## src/rtl/fft_pkg.sv

```systemverilog
// Shared helpers for the FFT output reorder block: address bit reversal,
// a constant-foldable log2, and the packed complex sample layout.
package fft_pkg;

    // A complex sample is stored packed as {re, im}: the real part occupies the
    // upper WIDTH bits and the imaginary part the lower WIDTH bits.
    localparam int CPLX_PARTS = 2;

    // Ceiling log2 for elaboration-time sizing where $clog2 is unavailable.
    function automatic int clog2(input int value);
        int result;
        int v;
        result = 0;
        v = value - 1;
        while (v > 0) begin
            result = result + 1;
            v = v >> 1;
        end
        return result;
    endfunction

    // Reverse the low nbits of value; bits above nbits come back as zero.
    function automatic logic [31:0] bit_reverse(input logic [31:0] value, input int nbits);
        logic [31:0] result;
        result = '0;
        for (int i = 0; i < 32; i++) begin
            if (i < nbits) begin
                result[nbits - 1 - i] = value[i];
            end
        end
        return result;
    endfunction

endpackage

```

## src/rtl/reorder_pingpong_ram.sv

```systemverilog
// Two-bank sample store for the reorder block. One synchronous write port,
// one combinational-address read port; the caller registers the read data.
// Contents are deliberately not reset.
module reorder_pingpong_ram
    import fft_pkg::*;
#(
    parameter int N      = 64,
    parameter int DATA_W = 16,
    parameter int ADDR_W = clog2(N)
) (
    input  logic              clk,
    input  logic              i_we,
    input  logic              i_wr_bank,
    input  logic [ADDR_W-1:0] i_wr_addr,
    input  logic [DATA_W-1:0] i_wr_data,
    input  logic              i_rd_bank,
    input  logic [ADDR_W-1:0] i_rd_addr,
    output logic [DATA_W-1:0] o_rd_data
);

    // Bank select is the top address bit, so both banks live in one array.
    logic [DATA_W-1:0] r_mem [0:2*N-1];

    logic [ADDR_W:0] w_wr_index;
    logic [ADDR_W:0] w_rd_index;

    assign w_wr_index = {i_wr_bank, i_wr_addr};
    assign w_rd_index = {i_rd_bank, i_rd_addr};

    // Capture one packed sample per enabled cycle into the filling bank.
    always_ff @(posedge clk) begin
        if (i_we) begin
            r_mem[w_wr_index] <= i_wr_data;
        end
    end

    // A sample written on one edge is visible to the read on the next edge,
    // which the reader relies on when it starts immediately after a frame.
    assign o_rd_data = r_mem[w_rd_index];

endmodule

```

## src/rtl/fft_bitrev_reorder.sv

```systemverilog
// Reorders one N-point frame of bit-reversed complex samples into natural
// order. A frame fills one bank while the previous frame drains from the
// other, so back-to-back frames stream out at one sample per clock.
module fft_bitrev_reorder
    import fft_pkg::*;
#(
    parameter int N      = 64,
    parameter int WIDTH  = 8,
    parameter int BITREV = 1
) (
    input  logic             clk,
    input  logic             rst,
    input  logic             enable_in,
    input  logic [WIDTH-1:0] in_re,
    input  logic [WIDTH-1:0] in_im,
    output logic             enable_out,
    output logic [WIDTH-1:0] out_re,
    output logic [WIDTH-1:0] out_im
);

    localparam int LOGN   = clog2(N);
    localparam int DATA_W = CPLX_PARTS * WIDTH;
    localparam logic [LOGN-1:0] LAST_IDX = LOGN'(N - 1);

    // Write side
    logic [LOGN-1:0]   r_wr_cnt;
    logic              r_wr_bank;
    // Read side
    logic [LOGN-1:0]   r_rd_cnt;
    logic              r_rd_bank;
    logic              r_rd_active;
    // Registered outputs
    logic              r_enable_out;
    logic [WIDTH-1:0]  r_out_re;
    logic [WIDTH-1:0]  r_out_im;

    logic              w_frame_done;
    logic              w_rd_last;
    logic [LOGN-1:0]   w_rd_addr;
    logic [31:0]       w_rd_cnt_rev;
    logic [DATA_W-1:0] w_wr_data;
    logic [DATA_W-1:0] w_rd_data;

    // The last sample of a frame lands this edge.
    assign w_frame_done = enable_in && (r_wr_cnt == LAST_IDX);
    assign w_rd_last    = (r_rd_cnt == LAST_IDX);

    assign w_wr_data    = {in_re, in_im};
    assign w_rd_cnt_rev = bit_reverse(32'(r_rd_cnt), LOGN);

    // Natural output index k is stored at bit-reversed address rev(k);
    // with BITREV=0 the block is a plain one-frame delay.
    generate
        if (BITREV != 0) begin : g_bitrev
            assign w_rd_addr = w_rd_cnt_rev[LOGN-1:0];
        end else begin : g_natural
            assign w_rd_addr = r_rd_cnt;
        end
    endgenerate

    reorder_pingpong_ram #(
        .N      (N),
        .DATA_W (DATA_W),
        .ADDR_W (LOGN)
    ) u_ram (
        .clk       (clk),
        .i_we      (enable_in),
        .i_wr_bank (r_wr_bank),
        .i_wr_addr (r_wr_cnt),
        .i_wr_data (w_wr_data),
        .i_rd_bank (r_rd_bank),
        .i_rd_addr (w_rd_addr),
        .o_rd_data (w_rd_data)
    );

    // Write counter and bank toggle; a dropped enable restarts the frame in
    // the same bank at address 0.
    always_ff @(posedge clk or posedge rst) begin
        if (rst) begin
            r_wr_cnt  <= '0;
            r_wr_bank <= 1'b0;
        end else if (enable_in) begin
            r_wr_cnt <= r_wr_cnt + 1'b1;
            if (w_frame_done) begin
                r_wr_bank <= ~r_wr_bank;
            end
        end else begin
            r_wr_cnt <= '0;
        end
    end

    // Reader: drain the completed bank in output order. A newly completed
    // frame always wins, which both chains frames without a gap and drops
    // the tail of a frame that is overtaken.
    always_ff @(posedge clk or posedge rst) begin
        if (rst) begin
            r_rd_cnt     <= '0;
            r_rd_bank    <= 1'b0;
            r_rd_active  <= 1'b0;
            r_enable_out <= 1'b0;
            r_out_re     <= '0;
            r_out_im     <= '0;
        end else begin
            if (r_rd_active) begin
                r_out_re     <= w_rd_data[DATA_W-1:WIDTH];
                r_out_im     <= w_rd_data[WIDTH-1:0];
                r_enable_out <= 1'b1;
                r_rd_cnt     <= r_rd_cnt + 1'b1;
                if (w_rd_last) begin
                    r_rd_active <= 1'b0;
                end
            end else begin
                r_enable_out <= 1'b0;
            end

            if (w_frame_done) begin
                r_rd_bank   <= r_wr_bank;
                r_rd_cnt    <= '0;
                r_rd_active <= 1'b1;
            end
        end
    end

    assign enable_out = r_enable_out;
    assign out_re     = r_out_re;
    assign out_im     = r_out_im;

endmodule

```

## config.mk

```make
export PLATFORM = sky130hd
export DESIGN_NAME = fft_bitrev_reorder
export DESIGN_NICKNAME = d
export VERILOG_FILES = /design/src/rtl/fft_pkg.sv /design/src/rtl/reorder_pingpong_ram.sv /design/src/rtl/fft_bitrev_reorder.sv
export SDC_FILE = /design/constraint.sdc
export NUM_CORES = 2
export LEC_CHECK = 0
export ABC_AREA = 1
export CORE_ASPECT_RATIO = 2
export CORE_MARGIN = 5
export CORE_UTILIZATION = 57
export CTS_CLUSTER_DIAMETER = 100
export DETAILED_ROUTE_END_ITERATION = 12
export PLACE_DENSITY = 0.76
export RECOVER_POWER = 50
export SLEW_MARGIN = 25
export SYNTH_ARGS = -nofsm -noshare
export SYNTH_HDL_FRONTEND = slang
export SYNTH_SLANG_ARGS = --single-unit
```

## constraint.sdc

```tcl
create_clock -name clk -period 2.67 [get_ports clk]
set_input_delay 0.534 -clock clk [delete_from_list [all_inputs] [get_ports clk]]
set_output_delay 0.534 -clock clk [all_outputs]
set_load 0.05 [all_outputs]
```

==> results.toml <==
[cells_and_area]
area_growth_syn_to_layout_pct = 14.5
fin_nets = 8182
num-fill-cells = 10400
drive_gt1_share_pct = 9.75
final_cell_mix = "nand2_1, edfxtp_1, nand3_1"
layout_commonest_cell = "nand2_1"
fin_util_pct = 65.5

[synthesis]
yosysWarnings = 0
synth_nets = 7907
synth_area_per_cell_sq_um = 11.0
synthTopCellsByArea = "edfxtp_1, nand2_1, nand3_1, nor2_1, inv_1"
synthDistinctLibCells = 26
synth_top_area_cell = "edfxtp_1"
syn_area_sq_um = 86500
postSynthCellCount = 7886
yosysTopAreaCellShare_pct = 71.1
ys_ff_latch = 2080
yosysSeqAreaShare_pct = 72.1

[setup_path]
cp_top_family = "buffers and inverters"
slowest_delay_ns = 1.84
start_kind = "primary input"
path_class = "in2reg"
cp_num_buf_inv = 2
worstPathCellList = "clkbuf_1 > clkbuf_2"
cp_data_required_time_ns = 3.18
cp-end-kind = "register"
arrival_ns = 3.26
path_max_fanout = 37
slowest_stage = "clkbuf_1"

[outcome]
violations = "max-capacitance violations, max-slew violations, negative setup slack"
outcome = "finished, violations left"

[global_routing]
grt_use_total_pct = 31.1
antenna_found_initial = 6
grt_overflow_total = 0
grt_max_degree = 129
grt_pass1_wl_um = 371000
grt_pass1_vias = 60200

[worst_hold_path]
hp-class = "in2reg"

[route]
drt_iter0_drc = 8085
vias = 61000
ant_nets = 0
avgRoutedWirePerCell_um = 24.8
wirelength_um = 253000
via_per_inst = 5.97
dr.pass1.iters = 6
drc = 0

[sta]
hold_viol_final = 0
slew_viol_final = 975
skew_ns = 0.0438
slew-limit-headroom_pct = -76.9
worst_pin_slew_ns = 2.65
final-setup-viol-count = 77
period_share_pct = 103
fin_crit_ns = 2.75
setup_ws_ns = -0.0812
fmax_mhz = 363
hold_ws_ns = 0.261

[pwr]
peakVddDrop_mv = 0.453
pwr_density_cell_nw_per_um2 = 623
p_leak_nw = 37.9
totalPowerFinal_mw = 61.7

[clocking]
ctsHtreeMaxLevel = 4
clockBufferDepth = 4
cts_root_buf = "clkbuf_16"
clock-sinks = 2080
path_clk_slew_ns = 0.07
cts_made_buffers = 172
cts_tree = "yes"
clock_latency_ns = 0.83

[floorplanning]
fp.dieH_um = 561
dieArea_sq_um = 160000
core_sq_um = 151000
die_w_um = 285
io_pins = 36
rows = 202
start_util_pct = 57.2

[placement]
gp_congestion = 0.994
dpl.hpwl_um = 160000
port_buffers = 35

[job]
drv_cap = 19
-- cells by family after synthesis --
group / Yosys count / share of synthesized area [%]
AOI/OAI and AO/OA: 439 / 2.55
xor gates and xnor gates: 2 / 0.0203
adders and majority gates: 2 / 0.0289
buffers and inverters: 966 / 4.79
DFF: 2080 / 72.1
and+or+nand+nor: 4397 / 20.6
-- path summary, 6_finish.rpt --
kind / startpoint / end / slack (ns) / depth (start not counted)
hold / removal: in_re[3] / u_ram.r_mem[32][11] / 0.26 / 1
hold reg to reg: r_wr_cnt[3] / r_wr_cnt[3] / 0.54 / 1
setup / recovery: in_im[3] / u_ram.r_mem[30][3] / -0.08 / 2
min in group asynchronous: rst / out_re[0] / 0.55 / 3
max in group asynchronous: rst / r_rd_cnt[3] / 1.23 / 3
setup reg to reg: r_rd_cnt[5] / out_re[0] / 0 / 15
-- per-stage QoR --
step / TNS (ns) / setup WS, ns / area, sq um / cells
2_1_floorplan: -30.89 / -0.386 / 86500 / 7886
3_3_place_gp: -0.579 / -0.167 / 93500 / 9916
3_5_place_dp: -0.859 / -0.221 / 93500 / 9916
4_1_cts: 0 / 0.000311 / 99000 / 10200
5_1_grt: -0.0152 / -0.0145 / 99000 / 10200
6_report: -2.55 / -0.0812 / 99000 / 10200
-- sequential cells by signal, indices dropped and copies added (netlist names) --
name,count
r_rd_bank,1
enable_out,1
out_re,8
r_wr_bank,1
u_ram.r_mem,2048
r_rd_active,1
r_wr_cnt,6
r_rd_cnt,6
out_im,8
-- where the power goes --
part | switching, mW | internal [mW] | total [mW] | leakage [nW]
logic | 0.881 | 0.111 | 0.992 | 16.5
clock network | 11.2 | 13.6 | 24.7 | 2.60
registers | 0.0239 | 35.9 | 35.9 | 18.8
total | 12.1 | 49.6 | 61.7 | 37.9
-- Yosys cell counts (all sizes together) --
| master | count |
|---|---|
| dfrtp | 32 |
| nor2 | 918 |
| or2 | 13 |
| nor3b | 1 |
| nor4 | 6 |
| ha | 2 |
| nor3 | 5 |
| xor2 | 2 |
| clkbuf | 170 |
| inv | 514 |
| edfxtp | 2048 |
| o21ai | 305 |
| nand3 | 966 |
| nand4 | 1 |
| a31oi | 1 |
| clkinv | 2 |
| nand2 | 2487 |
| a2111oi | 1 |
| a21oi | 132 |
| buf | 280 |
-- final cells by class --
cell class	instances	area [sq um]	area share (%)
antenna	8	20.0	0.0202
clock buffer	218	4590	4.64
clock inverter	76	757	0.765
inverter	516	1980	2.00
multi-input combinational	4840	20300	20.5
sequential	2080	62300	62.9
tap	1938	2420	2.45
timing repair buffer	550	6630	6.69
timing repair inverter	1	8.76	0.00885
-- layer usage --
| layer | track usage (%) | up-vias | share of wire (%) |
|---|---|---|---|
| li1 | - | 27000 | - |
| met5 | 0 | - | 0 |
| met2 | 53.9 | 3795 | 51 |
| met3 | 4.34 | 1009 | 8.6 |
| met1 | 33.7 | 29200 | 31 |
| met4 | 25.5 | 0 | 10 |
-- repair_timing --
item                       in CTS  in global routing
setup endpoints to repair      24                 16
setup buffers                   6                  1
cloned                          1                  1
resized for setup              30                 53
hold buffers                    0                  0
No activity file was read; power rests on OpenSTA's default activity.
